### config.mk
export PLATFORM = sky130hd
export DESIGN_NAME = axi_stream_decompressor
export DESIGN_NICKNAME = d
export VERILOG_FILES = /design/src/rtl/axi_stream_decompressor.sv
export SDC_FILE = /design/constraint.sdc
export NUM_CORES = 1
export LEC_CHECK = 0
export BUFFER_PORTS_ARGS = -buffer_cell sky130_fd_sc_hd__buf_2
export CAP_MARGIN = 5
export CORE_MARGIN = 2
export CORE_UTILIZATION = 57
export CTS_CLUSTER_SIZE = 16
export DETAILED_ROUTE_END_ITERATION = 8
export GPL_TIMING_DRIVEN = 1
export PLACE_DENSITY = 0.9
export SLEW_MARGIN = 25
export SYNTH_ARGS = -nofsm -noshare
export SYNTH_HDL_FRONTEND = slang
export SYNTH_SLANG_ARGS = --single-unit
### constraint.sdc
create_clock -name clk -period 4.27 [get_ports clk]
set_clock_uncertainty 0.05 [all_clocks]
set_input_delay 0.2135 -clock clk [delete_from_list [all_inputs] [get_ports clk]]
set_output_delay 0.2135 -clock clk [all_outputs]
set_load 0.02 [all_outputs]
### src/rtl/axi_stream_decompressor.sv
`default_nettype none
// axi_stream_decompressor: run-length token decoder between 8-byte AXI-Stream ports, Rev 1.0.
// Define DECOMP_STATS_EN to add the statsBytesIn/statsBytesOut counters.
module axi_stream_decompressor #(
  parameter int DATA_BUS_WIDTH_BYTES = 8,
  parameter int MIN_RUN_LENGTH       = 3,
  parameter int STATS_WIDTH          = 32
) (
  input  logic                              clk,
  input  logic                              aresetn,
  input  logic [8*DATA_BUS_WIDTH_BYTES-1:0] dataIn_tdata,
  input  logic                              dataIn_tvalid,
  input  logic [DATA_BUS_WIDTH_BYTES-1:0]   dataIn_tstrb,
  input  logic                              dataIn_tlast,
  output logic                              dataIn_tready,
  output logic [8*DATA_BUS_WIDTH_BYTES-1:0] dataOut_tdata,
  output logic                              dataOut_tvalid,
  output logic [DATA_BUS_WIDTH_BYTES-1:0]   dataOut_tstrb,
  output logic                              dataOut_tlast,
  input  logic                              dataOut_tready,
`ifdef DECOMP_STATS_EN
  output logic [STATS_WIDTH-1:0]            statsBytesIn,
  output logic [STATS_WIDTH-1:0]            statsBytesOut,
`endif
  output logic                              decodeError
);

  localparam int DBW = DATA_BUS_WIDTH_BYTES;
  localparam int CW  = $clog2(DBW + 1);
  localparam logic [CW-1:0] PK_FULL = CW'(DBW);

  if (STATS_WIDTH < 1 || MIN_RUN_LENGTH < 1 || MIN_RUN_LENGTH > 128) begin : g_param_check
    $error("axi_stream_decompressor: parameter out of range");
  end

  typedef enum logic [2:0] {
    S_TOKEN    = 3'd0,
    S_LITERAL  = 3'd1,
    S_RUN_VAL  = 3'd2,
    S_RUN_EMIT = 3'd3,
    S_FLUSH    = 3'd4
  } state_t;

  state_t             state_q, state_d;
  logic [7:0]         count_q, count_d;
  logic [7:0]         run_val_q, run_val_d;
  logic               end_pend_q, end_pend_d;
  logic               err_q, err_d;
  logic               rdy_en_q;
  logic [8*DBW-1:0]   in_data_q;
  logic [DBW-1:0]     in_strb_q;
  logic               in_last_q, in_valid_q;
  logic [8*DBW-1:0]   pk_data_q, pk_data_d;
  logic [CW-1:0]      pk_cnt_q, pk_cnt_d;
  logic [8*DBW-1:0]   ho_data_q;
  logic [DBW-1:0]     ho_strb_q;
  logic               ho_last_q, ho_valid_q;

  logic [7:0]         w_byte_in, w_emit_byte;
  logic [DBW-1:0]     w_strb_rest, w_pk_mask;
  logic               w_byte_avail, w_byte_final, w_empty_beat;
  logic               w_consume, w_drop_empty, w_emit, w_flush, w_move;
  logic               w_can_move, w_pk_room, w_in_free, w_in_hs;
  logic [CW-1:0]      w_pk_base;

  // Next byte is the lowest lane still flagged in the remaining strobe mask.
  always_comb begin
    w_byte_in = '0;
    for (int i = DBW - 1; i >= 0; i--) begin
      if (in_strb_q[i]) w_byte_in = in_data_q[8*i +: 8];
    end
  end

  assign w_strb_rest  = in_strb_q & (in_strb_q - 1'b1);
  assign w_byte_avail = in_valid_q && (in_strb_q != '0);
  assign w_byte_final = in_last_q && (w_strb_rest == '0);
  assign w_empty_beat = in_valid_q && (in_strb_q == '0);
  assign w_can_move   = !ho_valid_q || dataOut_tready;
  assign w_pk_room    = (pk_cnt_q != PK_FULL) || w_can_move;

  always_comb begin
    state_d      = state_q;
    count_d      = count_q;
    run_val_d    = run_val_q;
    end_pend_d   = end_pend_q;
    err_d        = 1'b0;
    w_consume    = 1'b0;
    w_drop_empty = 1'b0;
    w_emit       = 1'b0;
    w_emit_byte  = w_byte_in;
    w_flush      = 1'b0;
    case (state_q)
      S_TOKEN: begin
        if (w_byte_avail) begin
          w_consume = 1'b1;
          if (w_byte_in[7]) begin
            state_d = S_RUN_VAL;
            count_d = {1'b0, w_byte_in[6:0]} + 8'(MIN_RUN_LENGTH);
          end else begin
            state_d = S_LITERAL;
            count_d = {1'b0, w_byte_in[6:0]} + 8'd1;
          end
          if (w_byte_final) begin
            err_d   = 1'b1;
            state_d = S_FLUSH;
          end
        end else if (w_empty_beat) begin
          w_drop_empty = 1'b1;
          if (in_last_q) state_d = S_FLUSH;
        end
      end
      S_LITERAL: begin
        if (w_byte_avail) begin
          if (w_pk_room) begin
            w_consume = 1'b1;
            w_emit    = 1'b1;
            count_d   = count_q - 8'd1;
            if (count_q == 8'd1) begin
              state_d = w_byte_final ? S_FLUSH : S_TOKEN;
            end else if (w_byte_final) begin
              err_d   = 1'b1;
              state_d = S_FLUSH;
            end
          end
        end else if (w_empty_beat) begin
          w_drop_empty = 1'b1;
          if (in_last_q) begin
            err_d   = 1'b1;
            state_d = S_FLUSH;
          end
        end
      end
      S_RUN_VAL: begin
        if (w_byte_avail) begin
          w_consume  = 1'b1;
          run_val_d  = w_byte_in;
          end_pend_d = w_byte_final;
          state_d    = S_RUN_EMIT;
        end else if (w_empty_beat) begin
          w_drop_empty = 1'b1;
          if (in_last_q) begin
            err_d   = 1'b1;
            state_d = S_FLUSH;
          end
        end
      end
      S_RUN_EMIT: begin
        w_emit_byte = run_val_q;
        if (w_pk_room) begin
          w_emit  = 1'b1;
          count_d = count_q - 8'd1;
          if (count_q == 8'd1) begin
            state_d    = end_pend_q ? S_FLUSH : S_TOKEN;
            end_pend_d = 1'b0;
          end
        end
      end
      S_FLUSH: begin
        if (w_can_move) begin
          w_flush = 1'b1;
          state_d = S_TOKEN;
        end
      end
      default: state_d = S_TOKEN;
    endcase
  end

  // A full packer is held back until the next byte or the flush decides its tlast.
  assign w_move    = (w_emit && (pk_cnt_q == PK_FULL)) || w_flush;
  assign w_pk_base = w_move ? '0 : pk_cnt_q;

  always_comb begin
    pk_data_d = w_move ? '0 : pk_data_q;
    pk_cnt_d  = w_pk_base;
    for (int i = 0; i < DBW; i++) begin
      w_pk_mask[i] = (CW'(i) < pk_cnt_q);
      if (w_emit && (w_pk_base == CW'(i))) pk_data_d[8*i +: 8] = w_emit_byte;
    end
    if (w_emit) pk_cnt_d = w_pk_base + 1'b1;
  end

  assign w_in_free     = (w_consume && (w_strb_rest == '0)) || w_drop_empty;
  assign dataIn_tready = rdy_en_q && (!in_valid_q || w_in_free);
  assign w_in_hs       = dataIn_tvalid && dataIn_tready;

  always_ff @(posedge clk) begin
    if (!aresetn) begin
      state_q    <= S_TOKEN;
      count_q    <= '0;
      run_val_q  <= '0;
      end_pend_q <= 1'b0;
      err_q      <= 1'b0;
      rdy_en_q   <= 1'b0;
      in_data_q  <= '0;
      in_strb_q  <= '0;
      in_last_q  <= 1'b0;
      in_valid_q <= 1'b0;
      pk_data_q  <= '0;
      pk_cnt_q   <= '0;
      ho_data_q  <= '0;
      ho_strb_q  <= '0;
      ho_last_q  <= 1'b0;
      ho_valid_q <= 1'b0;
    end else begin
      state_q    <= state_d;
      count_q    <= count_d;
      run_val_q  <= run_val_d;
      end_pend_q <= end_pend_d;
      err_q      <= err_d;
      rdy_en_q   <= 1'b1;
      if (w_in_hs) begin
        in_data_q  <= dataIn_tdata;
        in_strb_q  <= dataIn_tstrb;
        in_last_q  <= dataIn_tlast;
        in_valid_q <= 1'b1;
      end else begin
        if (w_consume) in_strb_q <= w_strb_rest;
        if (w_in_free) in_valid_q <= 1'b0;
      end
      pk_data_q <= pk_data_d;
      pk_cnt_q  <= pk_cnt_d;
      if (w_move) begin
        ho_data_q  <= pk_data_q;
        ho_strb_q  <= w_pk_mask;
        ho_last_q  <= w_flush;
        ho_valid_q <= 1'b1;
      end else if (dataOut_tready) begin
        ho_valid_q <= 1'b0;
      end
    end
  end

`ifdef DECOMP_STATS_EN
  logic [STATS_WIDTH-1:0] stats_in_q, stats_out_q;

  always_ff @(posedge clk) begin
    if (!aresetn) begin
      stats_in_q  <= '0;
      stats_out_q <= '0;
    end else begin
      if (w_consume && (stats_in_q != '1)) stats_in_q <= stats_in_q + STATS_WIDTH'(1);
      if (w_emit && (stats_out_q != '1)) stats_out_q <= stats_out_q + STATS_WIDTH'(1);
    end
  end

  assign statsBytesIn  = stats_in_q;
  assign statsBytesOut = stats_out_q;
`endif

  assign dataOut_tdata  = ho_data_q;
  assign dataOut_tvalid = ho_valid_q;
  assign dataOut_tstrb  = ho_strb_q;
  assign dataOut_tlast  = ho_last_q;
  assign decodeError    = err_q;

endmodule
`default_nettype wire
==> results.py <==
metrics = {
    "critical_path": {
        "cp-startpoint": "in_strb_q[3]",
        "cp.arrival_ns": 4.00,
        "rr_startpoint": "in_strb_q[3]",
        "crit_type": "register to register",
        "cp.required_ns": 4.67,
        "crit_path_max_fanout": 17,
        "start_kind": "register",
        "cp-end-kind": "register",
    },
    "clock_tree": {
        "numCtsBuffers": 24,
        "cts_setup_buffers": 0,
        "cts_root_buf": "clkbuf_16",
        "insertion_delay_ns": 0.52,
        "cts.clk_slew.worst_paths_ns": 0.06,
        "clk_path_buf_depth": 3,
        "cts_tree": "yes",
        "cts.sinks": 238,
        "cts_htree_levels": 1,
    },
    "placement": {
        "gp_congestion": 0.928,
        "placed_area_um2": 10700,
        "dp_slack_ns": 0.857,
        "port-buffer-count": 152,
        "place_hpwl_um": 16900,
    },
    "layout": {
        "nets": 1512,
        "design_area_um2": 12400,
        "syn_to_final_growth_pct": 23.4,
        "drive_gt1_frac": 0.156,
    },
    "floorplan": {
        "core_um2": 17200,
        "die_h_um": 137,
        "ios": 153,
        "start_util": 0.583,
        "die_area_um2": 18700,
        "rows": 48,
        "die_w_um": 137,
    },
    "timing": {
        "setup_viol": 0,
        "finalHoldWorstSlack_ns": 0.133,
        "worstMarginPinSlew_ns": 1.02,
        "rsz0062_at_grt": "false",
        "worst_slack_ns": 0.665,
        "final_hold_viol_count": 0,
        "maxSlewViolCount": 0,
        "layout_worst_path_cycle_share": 0.844,
        "period_minus_slack_ns": 3.60,
        "fmax_mhz": 277,
        "max_slew_margin": 0.320,
        "finalSetupTns_ns": 0,
    },
    "logic_synthesis": {
        "ys_warn_count": 0,
        "synth-async-reset-ratio": 0,
        "syn-mean-instance-area_um2": 7.92,
        "yosysUniqueCellTypes": 66,
        "ys_seq_area_frac": 0.474,
        "synth_edf_count": 0,
        "synth_seq_cells": 238,
        "synth_ff_type": "dfxtp_1",
        "synth_area_um2": 10000,
        "synthCells": 1269,
        "synth_fp_nets": 1354,
    },
    "drt": {
        "post-route-drc-count": 0,
        "drtIter0Drc": 1153,
        "wl_um": 29000,
        "first_pass_iters": 7,
        "wire_per_inst_um": 17.3,
        "ant_nets": 0,
        "vias": 10100,
        "detail_route.vias_per_cell": 6.04,
    },
    "hold_path": {
        "hp-class": "primary input to register",
        "min_from": "dataOut_tready",
    },
    "grt": {
        "grt_pass1_wl_um": 45700,
        "first_global_vias": 9281,
        "grt.overflow.total": 0,
        "grt_antenna_before_repair": 2,
        "track_usage": 0.303,
        "grt_max_degree": 130,
    },
    "power_and_ir_drop": {
        "leakage_uw": 0.00462,
        "p_per_area_nw_per_um2": 417,
        "power_uw": 5170,
        "vdd_ir_drop_max_mv": 0.328,
    },
    "flow_run": {
        "max-cap-violations": 0,
    },
    "run_status": {
        "status": "completed",
    },
}
[worst max-delay path, cell delays in order, from the launching register on]
cell and delay (ns):
dfxtp_1 0.64, nor2b_1 0.23, a221oi_1 0.42, o21ai_0 0.22
a222oi_1 0.74, inv_1 0.10, ha_1 0.31, nor2_1 0.04
a31oi_1 0.24, nand4_1 0.16, xor2_1 0.20, a21oi_1 0.19
[placed cells by master, fill, tap and decap left out, drive strengths merged, types with 6 or more instances in the layout]
| cell type | n |
|---|---|
| buf | 162 |
| o31ai | 7 |
| dfxtp | 238 |
| o22ai | 14 |
| dlygate4sd3 | 74 |
| ha | 7 |
| and2 | 9 |
| mux2i | 7 |
| a21oi | 122 |
| a31oi | 6 |
| o211ai | 8 |
| inv | 23 |
| o22a | 28 |
| a211oi | 9 |
| o21ai | 86 |
| nor3 | 10 |
| clkbuf | 37 |
| nor2b | 6 |
| nand2 | 298 |
| nand3b | 6 |
| nor2 | 69 |
| nand3 | 120 |
| a221oi | 7 |
[cell type report]
type / instances / area (um^2)
Antenna cell: 3 / 7.51
Clock buffer: 37 / 741
Clock inverter: 7 / 138
Fill cell: 1231 / 4840
Inverter: 23 / 91.3
Multi-Input combinational cell: 904 / 4760
Sequential cell: 238 / 4760
Tap cell: 225 / 282
Timing Repair Buffer: 236 / 1620
[registers in the layout, indices dropped and copies added (netlist names)]
register        count
in_strb_q           8
run_val_q           8
pk_data_q          64
decodeError         1
state_q             3
dataOut_tdata      64
dataOut_tlast       1
in_valid_q          1
count_q             8
in_last_q           1
end_pend_q          1
dataOut_tstrb       8
rdy_en_q            1
dataOut_tvalid      1
pk_cnt_q            4
in_data_q          64
[cells by family after synthesis]
kind of cell / Yosys count / share of synthesized area
AO/OA/AOI/OAI: 328 / 0.204
AND/OR/NAND/NOR: 547 / 0.237
buffers and inverters: 127 / 0.0539
multiplexers: 11 / 0.0115
flip-flops: 238 / 0.474
adder cells (fa/ha/maj): 10 / 0.0127
XOR/XNOR: 8 / 0.00698
[Yosys cell counts, drive strengths merged, types with 7 or more instances]
library cell | instances | share of area
a211oi | 9 | 0.0067
a21oi | 122 | 0.061
a221oi | 7 | 0.0061
and2 | 9 | 0.0056
buf | 28 | 0.017
clkbuf | 76 | 0.028
dfxtp | 238 | 0.47
ha | 7 | 0.0087
inv | 23 | 0.0086
mux2i | 7 | 0.0070
nand2 | 298 | 0.11
nand3 | 120 | 0.060
nor2 | 69 | 0.026
nor3 | 10 | 0.0050
o211ai | 8 | 0.0060
o21ai | 86 | 0.043
o22a | 28 | 0.024
o22ai | 14 | 0.0087
o31ai | 7 | 0.0077
[per-layer routing]
metal | global-route usage | vias to the layer above | wire (um)
li1 | - | 4735 | -
met1 | 0.378 | 4671 | 11400
met2 | 0.511 | 590 | 13800
met3 | 0.0574 | 111 | 2620
met4 | 0.133 | 0 | 1220
met5 | 0 | - | 0
[path summary, 6_finish.rpt]
check	endpoint	slack, ns	depth (start not counted)
worst min-delay path	dataOut_tvalid	0.13	3
worst max-delay path	count_q[5]	0.67	11
worst max register to register	count_q[5]	0.67	11
worst min register to register	dataOut_tdata[50]	0.40	2
[report_power, final]
group	switching, uW	leakage [uW]	internal [uW]
logic	341	0.00227	201
registers	58.1	0.00193	2280
clock network	864	0.000429	1430
[per-stage QoR]
step           utilization  std cells
4_1_cts              0.717       1669
6_report             0.719       1673
3_5_place_dp         0.623       1551
3_3_place_gp         0.623       1551
2_1_floorplan            -       1269
5_1_grt              0.719       1671
[what timing repair did]
item | CTS | global route
endpoints found under the hold margin | 74 | 0
endpoints found under the setup margin | 0 | 0
hold buffers | 74 | 0
resized for setup | 0 | 0
Power figures use the tool's default switching activity.
